`src/rtl/multicycle_controller.sv`:
```
// Multicycle MIPS control FSM: sequences a shared ALU/memory datapath,
// drives mux selects, write enables and alucontrol per state, stalls on
// mem_ready and counts retired instructions in instret.
// Optional build macro ILLEGAL_OP_TRAP_EN: unknown opcodes halt in HALT
// with illegal=1 until reset; otherwise they retire silently as a NOP.
module multicycle_controller #(
  parameter int unsigned CNT_W = 32
) (
  input  logic             clk,
  input  logic             reset,
  input  logic [5:0]       op,
  input  logic [5:0]       funct,
  input  logic             zero,
  input  logic             mem_ready,
  output logic             iord,
  output logic             memwrite,
  output logic             irwrite,
  output logic             regwrite,
  output logic             regdst,
  output logic             memtoreg,
  output logic             alusrca,
  output logic [1:0]       alusrcb,
  output logic [1:0]       pcsrc,
  output logic             pcen,
  output logic [2:0]       alucontrol,
  output logic [3:0]       state,
  output logic             illegal,
  output logic [CNT_W-1:0] instret
);

  typedef enum logic [3:0] {
    S_FETCH   = 4'd0,
    S_DECODE  = 4'd1,
    S_MEMADR  = 4'd2,
    S_MEMRD   = 4'd3,
    S_MEMWB   = 4'd4,
    S_MEMWR   = 4'd5,
    S_EXECUTE = 4'd6,
    S_ALUWB   = 4'd7,
    S_BRANCH  = 4'd8,
    S_ADDIEX  = 4'd9,
    S_ADDIWB  = 4'd10,
    S_JUMP    = 4'd11,
    S_HALT    = 4'd12
  } state_t;

  localparam logic [5:0] OP_RTYPE = 6'h00;
  localparam logic [5:0] OP_J     = 6'h02;
  localparam logic [5:0] OP_BEQ   = 6'h04;
  localparam logic [5:0] OP_ADDI  = 6'h08;
  localparam logic [5:0] OP_LW    = 6'h23;
  localparam logic [5:0] OP_SW    = 6'h2B;

  state_t           state_q, state_d;
  logic [1:0]       aluop;
  logic             pcwrite, branch;
  logic             memwrite_raw, irwrite_raw, regwrite_raw;
  logic             retire;
  logic [CNT_W-1:0] instret_q;

  // State register; reset aborts any instruction back to FETCH
  always_ff @(posedge clk or negedge reset) begin
    if (!reset) state_q <= S_FETCH;
    else        state_q <= state_d;
  end

  // Next-state and Moore output decode
  always_comb begin
    state_d      = state_q;
    iord         = 1'b0;
    memwrite_raw = 1'b0;
    irwrite_raw  = 1'b0;
    regwrite_raw = 1'b0;
    regdst       = 1'b0;
    memtoreg     = 1'b0;
    alusrca      = 1'b0;
    alusrcb      = 2'b00;
    pcsrc        = 2'b00;
    aluop        = 2'b00;
    pcwrite      = 1'b0;
    branch       = 1'b0;
    case (state_q)
      S_FETCH: begin
        alusrcb     = 2'b01;
        irwrite_raw = mem_ready;
        pcwrite     = mem_ready;
        if (mem_ready) state_d = S_DECODE;
      end
      S_DECODE: begin
        alusrcb = 2'b11;
        case (op)
          OP_LW, OP_SW: state_d = S_MEMADR;
          OP_RTYPE:     state_d = S_EXECUTE;
          OP_BEQ:       state_d = S_BRANCH;
          OP_ADDI:      state_d = S_ADDIEX;
          OP_J:         state_d = S_JUMP;
`ifdef ILLEGAL_OP_TRAP_EN
          default:      state_d = S_HALT;
`else
          default:      state_d = S_FETCH;
`endif
        endcase
      end
      S_MEMADR: begin
        alusrca = 1'b1;
        alusrcb = 2'b10;
        state_d = (op == OP_LW) ? S_MEMRD : S_MEMWR;
      end
      S_MEMRD: begin
        iord = 1'b1;
        if (mem_ready) state_d = S_MEMWB;
      end
      S_MEMWB: begin
        memtoreg     = 1'b1;
        regwrite_raw = 1'b1;
        state_d      = S_FETCH;
      end
      S_MEMWR: begin
        iord         = 1'b1;
        memwrite_raw = 1'b1;
        if (mem_ready) state_d = S_FETCH;
      end
      S_EXECUTE: begin
        alusrca = 1'b1;
        aluop   = 2'b10;
        state_d = S_ALUWB;
      end
      S_ALUWB: begin
        regdst       = 1'b1;
        regwrite_raw = 1'b1;
        state_d      = S_FETCH;
      end
      S_BRANCH: begin
        alusrca = 1'b1;
        aluop   = 2'b01;
        pcsrc   = 2'b01;
        branch  = 1'b1;
        state_d = S_FETCH;
      end
      S_ADDIEX: begin
        alusrca = 1'b1;
        alusrcb = 2'b10;
        state_d = S_ADDIWB;
      end
      S_ADDIWB: begin
        regwrite_raw = 1'b1;
        state_d      = S_FETCH;
      end
      S_JUMP: begin
        pcsrc   = 2'b10;
        pcwrite = 1'b1;
        state_d = S_FETCH;
      end
      S_HALT:  state_d = S_HALT;
      default: state_d = S_FETCH;
    endcase
  end

  // ALU operation from aluop and, for R-type, funct
  always_comb begin
    alucontrol = 3'b010;
    case (aluop)
      2'b01: alucontrol = 3'b110;
      2'b10: begin
        case (funct)
          6'h22:   alucontrol = 3'b110;
          6'h24:   alucontrol = 3'b000;
          6'h25:   alucontrol = 3'b001;
          6'h2A:   alucontrol = 3'b111;
          default: alucontrol = 3'b010;
        endcase
      end
      default: alucontrol = 3'b010;
    endcase
  end

  // Retirement: last state of each real instruction heading back to FETCH
  always_comb begin
    retire = 1'b0;
    if (state_d == S_FETCH) begin
      case (state_q)
        S_MEMWB, S_MEMWR, S_ALUWB, S_BRANCH, S_ADDIWB, S_JUMP: retire = 1'b1;
        default: retire = 1'b0;
      endcase
    end
  end

  // Retired-instruction counter, wraps naturally
  always_ff @(posedge clk or negedge reset) begin
    if (!reset)      instret_q <= '0;
    else if (retire) instret_q <= instret_q + CNT_W'(1);
  end

  // Enables are combinationally masked by reset so none survive its fall
  assign memwrite = memwrite_raw & reset;
  assign irwrite  = irwrite_raw & reset;
  assign regwrite = regwrite_raw & reset;
  assign pcen     = (pcwrite | (branch & zero)) & reset;
  assign state    = state_q;
  assign instret  = instret_q;

`ifdef ILLEGAL_OP_TRAP_EN
  assign illegal = (state_q == S_HALT);
`else
  assign illegal = 1'b0;
`endif

endmodule
```
`config.mk`:
```
export PLATFORM = sky130hd
export DESIGN_NAME = multicycle_controller
export DESIGN_NICKNAME = d
export VERILOG_FILES = /design/src/rtl/multicycle_controller.sv
export SDC_FILE = /design/constraint.sdc
export NUM_CORES = 1
export LEC_CHECK = 0
export BUFFER_PORTS_ARGS = -buffer_cell sky130_fd_sc_hd__buf_2
export CAP_MARGIN = 20
export CORE_MARGIN = 3
export CORE_UTILIZATION = 25
export DETAILED_ROUTE_END_ITERATION = 10
export GPL_TIMING_DRIVEN = 0
export MAX_ROUTING_LAYER = met4
export PLACE_DENSITY = 0.54
export SYNTH_ARGS = -nofsm -noshare
export SYNTH_HDL_FRONTEND = slang
export SYNTH_SLANG_ARGS = --single-unit
```
`constraint.sdc`:
```
create_clock -name clk -period 3.6 [get_ports clk]
set_input_delay 0.18 -clock clk [delete_from_list [all_inputs] [get_ports clk]]
set_output_delay 0.18 -clock clk [all_outputs]
set_load 0.02 [all_outputs]
```
Word level (Yosys, flattened, before mapping)
Cells that the tools add are included.
{ "word_totals": {"reg_bits": 36, "latch_bits": 0, "ramBits": 0, "rom_bits": 0, "output_inout_bits": 52, "word_cells": 63, "memories": 0} }
{ "op_classes": {"add_sub_neg": 1, "n_mul": 0, "n_div": 0, "n_lt_le_gt_ge": 0, "eq_ne": 23, "shifts": 0, "muxes": 22, "n_bitwise": 6, "reduce_logical": 9} }
{ "op_table": {"columns": ["cell", "n"], "rows": [
  ["6-bit equality test, second input constant", 6],
  ["32-bit by 1-bit adder with 32-bit output, second input constant", 1],
  ["4-bit case mux with 8 select lines", 1],
  ["4-bit equality test, second input constant", 5],
  ["4-bit case mux with 5 select lines", 1],
  ["4-bit by 3-bit equality test with 1-bit output, second input constant", 4],
  ["4-bit two-way mux", 3],
  ["3-bit case mux with 4 select lines", 1],
  ["1-bit two-way mux", 10],
  ["4-bit by 2-bit equality test with 1-bit output, second input constant", 2],
  ["4-bit zero test", 2],
  ["2-bit case mux with 2 select lines", 2],
  ["6-bit by 2-bit equality test with 1-bit output, second input constant", 1],
  ["6-bit by 3-bit equality test with 1-bit output, second input constant", 1],
  ["6-bit by 4-bit equality test with 1-bit output, second input constant", 1],
  ["6-bit zero test", 1],
  ["2-bit case mux with 3 select lines", 1],
  ["3-bit case mux with 2 select lines", 1],
  ["2-bit OR reduction", 3],
  ["6-bit OR reduction", 1],
  ["1-bit AND", 5],
  ["4-bit by 1-bit equality test with 1-bit output, second input constant", 1],
  ["4-bit OR reduction", 1],
  ["3-bit two-way mux", 1],
  ["5 further kinds", 5]
]} }

Longest topological paths before layout
Gate-level depths: netlist (run 1).
{ "depth": {"ltp_word": 6, "ltp_mapped": 7, "mapped_depth_nobuf": 6} }

Least setup slack after synthesis (run 1)
OpenSTA, ideal clock, no wires.
{ "synth_timing": {"path_type": "register to output", "from": "register state_q[2] (netlist: state[2])", "to": "output port alucontrol[0]", "arrival_time_ps": 2070, "setup_slack_ps": 1350, "path_stages_with_launch": 7, "cell_sequence": "dfrtp_1 buf_2 nor2b_1 nand2_1 inv_1 ha_1 nor4bb_1"} }
{ "synth_via": {"elab_chain_cells": 4, "word_cells_on_any_way": 6, "classes_between": "eq/ne: 4; mux: 2"} }
{ "synth_rtl": {"columns": ["item", "line", "text"], "rows": [
  ["start, declared", "54", "state_t state_q, state_d;"],
  ["start signal, assigned", "64", "else state_q <= state_d;"],
  ["4-bit equality test / 4-bit by 3-bit equality test with 1-bit output (equally long branches)", "82", "case (state_q)"],
  ["2-bit case mux with 2 select lines (*)", "82", null],
  ["2-bit equality test / 2-bit by 1-bit equality test with 1-bit output (equally long branches)", "162", "case (aluop)"],
  ["3-bit case mux with 2 select lines (*)", "162", null],
  ["end, declared", "25", "output logic [2:0] alucontrol,"]
]} }
Every way passes the cells marked *; elsewhere a longest branch is shown, timed or not.

Worst setup path after layout (run 1)
{ "layout_timing": {"from": "register state_q[0] (netlist: state[0])", "to": "output port alucontrol[1]"} }
The elaborated chain is that of the path after synthesis.

==> results.yml, run 1 <==
setup_path:
  crit_chain: "nor2b_1 -> nand2_1 -> ha_1 -> a31oi_1 -> or3b_2 -> buf_2"
  cp_data_arrival_time_ns: 2.37
  cpPeakStageDelay_ns: 0.47
  worstSetupEndpointType: "output port"
  reg2reg_to: "instret[27]$_DFFE_PN0P_"
  reg2reg_slack_ns: 1.77
  start_kind: "register"
  critPathKind: "reg2out"
  crit_slowest_cell: "dfrtp_1"
  critPathBufInv: 1
  reg2regPathDepth: 5
  path_max_fanout: 7
  worst_r2r_startpoint: "instret[8]$_DFFE_PN0P_"
  path_delay_family: "simple AND/OR/NAND/NOR gates"
  required_ns: 3.42
synthesis:
  synth_top_flop_cell: "dfrtp_1"
  ys_ff_latch: 36
  synthAdderAreaFrac: 0.01711
  synthMuxAreaShare: 0.01426
  synthCells: 233
  synth_xor_area_frac: 0.1358
  yosys.area_share.simple: 0.3075
  synth_top_family_by_area: "simple AND/OR/NAND/NOR gates"
  syn_area_um2: 2193
  synth_nets: 252
  yosysWarnings: 0
  synth-seq-area-share: 0.4107
  synthDistinctLibCells: 50
  synth_compound_area_frac: 0.07701
  async_reset_ff_frac: 1.000
  synth_edf_count: 0
  synth.avg_cell_area_um2: 9.414
clocking:
  cts_max_level: 2
  cts_tree: "built"
  holdBufCountCts: 0
  cts_buffer_depth: 2
  cts_num_sinks: 36
  postCtsSetupBuffers: 0
  cts_resized: 0
  clk_pin_slew_ns: 0.07
  clkLatencyLatePin_ns: 0.28
  cts_root_buffer: "clkbuf_8"
  cts_buffers: 5
layout:
  drive_above_1_share: 0.3192
  layout_commonest_cell: "buf_2"
  final_nets: 325
  n_antenna_cell: 0
  utilization: 0.3278
  final_cell_mix: "69 x buf_2, 36 x dfrtp_1, 26 x nor2_1"
  fin_cells: 412
  areaGrowthSynthToFinish_pct: 25.27
die:
  ios: 68
  row_count: 33
  core_area_um2: 8382
  die_area_um2: 9933
  die_y_um: 99.67
  dieWidth_um: 99.67
  start_util: 0.2617
pwr:
  power.leakage_nw: 1.370
  p_total_mw: 1.057
  p_per_area_nw_per_um2: 384.7
  ir_drop_uv: 129.8
grt:
  grt_pass1_wl_um: 8949
  grt.overflow.total: 0
  grt_usage: 0.1136
  antenna_found_initial: 0
  grt_pass1_vias: 1862
  grt_max_degree: 41
route:
  vias: 1906
  antenna_left: 0
  first_iter_violations: 63
  viasPerCell: 4.626
  dr.pass1.iters: 4
  drt-total-wl_um: 5373
  drc: 0
  route.detailed.wl_per_inst_um: 13.04
timing:
  relSlewSlack: 0.4116
  slew_viol_final: 0
  hold_ws_ns: 0.01555
  hold_viol_final: 0
  rsz0062_at_grt: "no"
  setup_tns_ns: 0
  setup_violations: 0
  period_share: 0.7070
  fin_skew_ns: 0.004924
  worstMarginPinSlew_ns: 0.8826
  fin_crit_ns: 2.545
  fmaxAchievable_mhz: 392.9
placed_design:
  place.gp.congestion: 0.8764
  dp_hpwl_um: 4109
  dpl.cell_count: 404
  portBuffers: 66
job:
  drv_cap: 0
status:
  status: "complete, no violations"
min_path:
  holdCritPathClass: "in2async"
-- synthesized netlist by cell type (all sizes together) (8+ instances only) --
cell,instances,area share
nor2,26,0.044
xnor2,16,0.064
nor4,8,0.037
nand3,15,0.037
xor2,18,0.072
nand2b,8,0.024
nor3,11,0.032
nand2,17,0.029
inv,12,0.021
dfrtp,36,0.41
-- sequential cells by signal, summed over array words and instances, names as in the netlist --
| signal | cells |
|---|---|
| instret | 32 |
| state | 4 |
-- metrics by stage --
step | setup WS [ns] | area (um^2)
2_1_floorplan | 1.350 | 2193
3_3_place_gp | 1.367 | 2655
3_5_place_dp | 1.357 | 2655
4_1_cts | 1.034 | 2748
5_1_grt | 0.9026 | 2748
6_report | 1.055 | 2748
-- area by class of cell --
class | count | area (um^2)
clock buffers | 6 | 82.58
well taps | 105 | 131.4
clock inverters | 2 | 10.01
flip-flops and latches | 36 | 900.9
multi-input cells | 178 | 1214
plain buffers | 7 | 33.78
fillers | 899 | 5634
inverters | 12 | 45.04
repair buffers | 66 | 330.3
-- worst reg2reg max path, stage by stage, from the launching register on --
cell,delay (ns)
dfrtp_1,0.43
nand3_1,0.20
nor4_4,0.40
nand4b_2,0.32
nor3_1,0.27
xnor2_1,0.14
-- logic make-up (layout without fill, tap and decap cells) --
| logic type | count (synthesis) | count (layout) |
|---|---|---|
| compound gates | 24 | 24 |
| other cells | 1 | 1 |
| mux | 3 | 3 |
| xor+xnor | 34 | 34 |
| buf+inv | 19 | 93 |
| fa+ha+maj | 3 | 3 |
| flops | 36 | 36 |
| simple gates | 113 | 113 |
-- power by group --
part	internal, mW	switching [mW]	total [mW]
logic	0.103	0.189	0.292
clock network	0.153	0.140	0.293
registers	0.432	0.0403	0.472
-- per-layer routing --
layer / track usage / part of all wire
met5: - / 0
met4: 0.02521 / 0.0074
met3: 0.03436 / 0.072
met2: 0.1770 / 0.47
met1: 0.1455 / 0.45
-- worst max-delay path by stage --
stage / from / endpoint / slack (ns) / depth (start not counted)
floorplan: state[2]$_DFF_PN0_ / alucontrol[0] / 1.35 / 6
global placement: state[0]$_DFF_PN0_ / alucontrol[1] / 1.37 / 6
detailed placement: state[0]$_DFF_PN0_ / alucontrol[1] / 1.36 / 6
CTS: state[0]$_DFF_PN0_ / alucontrol[1] / 1.03 / 6
global route: state[0]$_DFF_PN0_ / alucontrol[1] / 0.90 / 6
finish: state[0]$_DFF_PN0_ / alucontrol[1] / 1.05 / 6
Note: power is estimated with default switching activity, not from simulation.
==> inputs of run 2 (changes only) <==
- PLACE_DENSITY: 0.54 -> 0.55
- clock period: 3.6 -> 2.3 ns (I/O delays scaled with it)
==> results.yml, run 2 (synthesized netlist as in run 1, its figures left out) <==
status:
  status: "complete, no violations"
min_path:
  whs_path_depth: 4
  min-delay-start: "op[4]"
  holdCritPathClass: "in2reg"
  hold_end: "state[3]$_DFF_PN0_"
route:
  viasPerCell: 4.587
  drt-total-wl_um: 5594
  antenna_left: 0
  route.detailed.wl_per_inst_um: 13.45
  vias: 1908
  first_iter_violations: 34
  drc: 0
  dr.pass1.iters: 4
timing:
  hold_ws_ns: 0.1940
  rsz0062_at_grt: "no"
  slew_viol_final: 0
  hold_viol_final: 0
  worstMarginPinSlew_ns: 0.8985
  fin_crit_ns: 2.148
  setup_violations: 0
  fin_skew_ns: 0.003929
  relSlewSlack: 0.4010
  period_share: 0.9339
  fmaxAchievable_mhz: 465.5
  setup_tns_ns: 0
setup_path:
  reg2regPathDepth: 6
  reg2reg_to: "instret[31]$_DFFE_PN0P_"
  worst_r2r_startpoint: "state[3]$_DFF_PN0_"
  path_max_fanout: 10
  cp_data_arrival_time_ns: 2.03
  required_ns: 2.18
  critPathKind: "reg2out"
  start_kind: "register"
  worstSetupEndpointType: "output port"
  reg2reg_slack_ns: 0.41
pwr:
  p_per_area_nw_per_um2: 609.2
  p_clk_frac: 0.289
  swShare: 0.3478
  ir_drop_uv: 263.7
  p_seq_frac: 0.431
  power.switching_uw: 599.7
  power.leakage_nw: 1.399
  p_int_mw: 1.125
  combPwrFrac: 0.280
die:
  die_area_um2: 9933
  dieWidth_um: 99.67
  row_count: 33
  ios: 68
  die_y_um: 99.67
  core_area_um2: 8382
  start_util: 0.2617
clocking:
  cts_tree: "built"
  clkLatencyLatePin_ns: 0.29
  cts_buffer_depth: 2
  cts_buffers: 5
  cts_max_level: 2
  cts_root_buffer: "clkbuf_8"
  cts_num_sinks: 36
  clk_pin_slew_ns: 0.07
placed_design:
  place.gp.congestion: 0.8619
  dpl.cell_count: 404
  dp_hpwl_um: 4199
  portBuffers: 66
layout:
  largest_reg_flops: 32
  layout_commonest_cell: "buf_2"
  n_antenna_cell: 0
  drive_above_1_share: 0.3441
  fin_cells: 416
  areaGrowthSynthToFinish_pct: 29.04
  final_cell_mix: "65 x buf_2, 34 x dfrtp_1, 25 x nor2_1"
  final_nets: 330
grt:
  antenna_found_initial: 0
  grt.overflow.total: 0
  grt_usage: 0.1204
  grt_pass1_wl_um: 9466
  grt_max_degree: 41
  grt_pass1_vias: 1920
job:
  drv_cap: 0
==> run 2: cell types whose count changed in the layout (fill, tap and decap cells not counted), moves of 2 or more <==
cell	previous run	this run
dfrtp_1	36	34
clkinv_2	2	0
dfrtp_2	0	2
buf_4	1	7
buf_2	69	65
nor2b_1	5	3
==> run 2: worst max-delay path, stage by stage, from the launching register on <==
cell and delay, ns:
dfrtp_1 0.41, buf_6 0.15, nor2b_1 0.14, nand2_1 0.08, inv_1 0.05, ha_1 0.19, a31oi_1 0.17, or3b_4 0.39
buf_4 0.16
==> run 2: metal layers <==
metal | global-route usage | vias up | share of wire
li1 | - | 952 | -
met1 | 0.1539 | 899 | 0.45
met2 | 0.1893 | 55 | 0.48
met3 | 0.03366 | 2 | 0.067
met4 | 0.02836 | 0 | 0.0036
met5 | - | - | 0
==> run 2: layout make-up <==
type	instances	area, um^2
Timing Repair Buffer	72	380.4
Fill cell	908	5552
Multi-Input combinational cell	178	1236
Inverter	12	45.04
Sequential cell	36	903.4
Buffer	6	37.54
Clock buffer	7	96.34
Tap cell	105	131.4
==> run 2: metrics by stage <==
| step | worst slack [ns] | power [mW] | util | instance area [um^2] |
|---|---|---|---|---|
| 2_1_floorplan | 0.1145 | 1.042 | - | 2193 |
| 3_3_place_gp | 0.08092 | 1.215 | 0.3168 | 2655 |
| 3_5_place_dp | 0.06005 | 1.217 | 0.3168 | 2655 |
| 4_1_cts | 0.01303 | 1.738 | 0.3332 | 2793 |
| 5_1_grt | 0.06063 | 1.833 | 0.3377 | 2830 |
| 6_report | 0.1519 | 1.724 | 0.3377 | 2830 |
==> run 2: how the worst max path moves through the flow <==
stage | startpoint | end | slack [ns]
after detailed placement | state[2]$_DFF_PN0_ | alucontrol[1] | 0.06
after CTS | state[0]$_DFF_PN0_ | alucontrol[1] | 0.01
after floorplan | state[2]$_DFF_PN0_ | alucontrol[0] | 0.11
after global routing | state[3]$_DFF_PN0_ | alucontrol[1] | 0.06
after global placement | state[2]$_DFF_PN0_ | alucontrol[1] | 0.08
final | state[3]$_DFF_PN0_ | alucontrol[1] | 0.15
==> run 2: power by group through the flow <==
stage	Sequential, mW	Clock [mW]	Combinational (mW)
5_1_grt	0.754	0.542	0.537
2_1_floorplan	0.790	0	0.252
6_report	0.743	0.498	0.484
3_5_place_dp	0.752	0	0.465
4_1_cts	0.741	0.516	0.482
3_3_place_gp	0.750	0	0.465
==> run 2: what timing repair did <==
action                                 4_1_cts  5_1_grt
gates resized for setup                      5        8
gates cloned                                 0        0
setup buffers                                3        2
setup endpoints to repair                    2        1
endpoints found under the hold margin       36        0
hold buffers                                 1        0
==> inputs of run 3 (changes only) <==
- BUFFER_PORTS_ARGS: -buffer_cell sky130_fd_sc_hd__buf_2 -> -buffer_cell sky130_fd_sc_hd__buf_4
==> results.yml, run 3 (synthesized netlist as in run 1, its figures left out) <==
status:
  status: "complete, no violations"
grt:
  grt.overflow.total: 0
  grt_max_degree: 41
  grt_pass1_vias: 1837
  grt_usage: 0.1177
  antenna_found_initial: 0
  grt_pass1_wl_um: 9177
layout:
  stdcell_area_um2: 3068
  areaGrowthSynthToFinish_pct: 39.87
  largest_reg_flops: 32
  drive_above_1_share: 0.3460
  final_cell_mix: "75 x buf_4, 34 x dfrtp_1, 25 x nor2_1"
  utilization: 0.3660
  n_antenna_cell: 0
  layout_commonest_cell: "buf_4"
  final_nets: 333
route:
  route.detailed.wl_per_inst_um: 13.58
  dr.pass1.iters: 4
  drt-total-wl_um: 5703
  antenna_left: 0
  drc: 0
  vias: 1941
  first_iter_violations: 78
  viasPerCell: 4.621
clocking:
  cts_root_buffer: "clkbuf_8"
  cts_tree: "built"
  clk_pin_slew_ns: 0.07
  cts_buffer_depth: 2
  cts_max_level: 2
  cts_buffers: 5
  cts_num_sinks: 36
  clkLatencyLatePin_ns: 0.29
timing:
  rsz0062_at_grt: "no"
  setup_violations: 0
  setup_ws_ns: 0.08827
  slew_viol_final: 0
  period_share: 0.9616
  fin_skew_ns: 0.01051
  worstMarginPinSlew_ns: 0.5128
  hold_viol_final: 0
  relSlewSlack: 0.6582
  fin_crit_ns: 2.212
  fmaxAchievable_mhz: 452.1
  setup_tns_ns: 0
setup_path:
  path_delay_family: "simple AND/OR/NAND/NOR gates"
  required_ns: 2.18
  crit_end: "alucontrol[1]"
  reg2regPathDepth: 7
  cpPeakStageDelay_ns: 0.49
  reg2reg_to: "instret[31]$_DFFE_PN0P_"
  cp_data_arrival_time_ns: 2.10
  cp-startpoint: "state[0]$_DFF_PN0_"
  critPathKind: "reg2out"
  crit_slowest_cell: "dfrtp_1"
  worstSetupEndpointType: "output port"
  reg2reg_slack_ns: 0.28
  path_depth: 6
  critPathBufInv: 1
  start_kind: "register"
  crit_chain: "nor2b_4 -> nand2_1 -> ha_1 -> a31oi_1 -> or3b_4 -> buf_4"
  path_max_fanout: 7
  worst_r2r_startpoint: "state[3]$_DFF_PN0_"
pwr:
  power.leakage_nw: 1.466
  ir_drop_uv: 229.7
  p_per_area_nw_per_um2: 672.3
  p_total_mw: 2.063
die:
  ios: 68
  die_y_um: 99.67
  core_area_um2: 8382
  die_area_um2: 9933
  start_util: 0.2617
  row_count: 33
  dieWidth_um: 99.67
placed_design:
  dp_slack_ns: 0.08440
  placed_area_um2: 2820
  place.gp.congestion: 0.8802
  portBuffers: 66
  dp_hpwl_um: 4219
min_path:
  holdCritPathClass: "in2reg"
job:
  drv_cap: 0
-- run 3: cell count changes in the layout (fill, tap and decap cells not counted), sizes merged --
cell / before / now
buf: 74 / 77
bufinv: 0 / 3
clkbuf: 10 / 8
-- run 3: through the flow --
step	std cells	hold slack [ns]
after floorplan	233	-0.1806
after global placement	404	0.1270
after detailed placement	404	0.1280
after CTS	415	0.1681
after global routing	420	0.2068
final	420	0.1869
-- run 3: area by class of cell --
cell class,count,area [um^2]
Inverter,12,45.04
Clock inverter,3,90.09
Timing Repair Buffer,75,565.5
Buffer,6,37.54
Multi-Input combinational cell,178,1226
Fill cell,852,5314
Tap cell,105,131.4
Sequential cell,36,903.4
Clock buffer,5,68.82
-- run 3: power by group --
part	switching [mW]	internal, mW
combinational	0.306	0.227
sequential	0.0680	0.676
clock	0.244	0.543
total	0.618	1.45
-- run 3: routing by layer --
| layer | vias up | global-route usage | part of all wire |
|---|---|---|---|
| li1 | 963 | - | - |
| met1 | 910 | 0.1508 | 0.45 |
| met2 | 57 | 0.1780 | 0.48 |
| met3 | 11 | 0.03576 | 0.062 |
| met4 | 0 | 0.03676 | 0.016 |
| met5 | - | - | 0 |
-- run 3: worst min path at each step --
stage                     startpoint                 endpoint  depth (start not counted)
after detailed placement       reset  instret[22]$_DFFE_PN0P_                          1
final                          op[4]       state[3]$_DFF_PN0_                          4
after global routing           op[4]       state[3]$_DFF_PN0_                          4
after floorplan                reset   instret[0]$_DFFE_PN0P_                          0
after global placement         reset  instret[23]$_DFFE_PN0P_                          1
after CTS                      op[4]       state[3]$_DFF_PN0_                          4
-- run 3: worst min-delay path, delay by kind of cell --
kind | cells | cell delay, ns
AO/OA/AOI/OAI | 2 | 0.17
buffers and inverters | 1 | 0.10
AND/OR/NAND/NOR | 1 | 0.05
-- run 3: what timing repair did --
action                     4_1_cts  5_1_grt
pin swaps                        0        1
resized for setup                7        2
setup endpoints to repair        2        1
hold endpoints to repair        36        0
buffers inserted                 3        5
hold buffers                     1        0
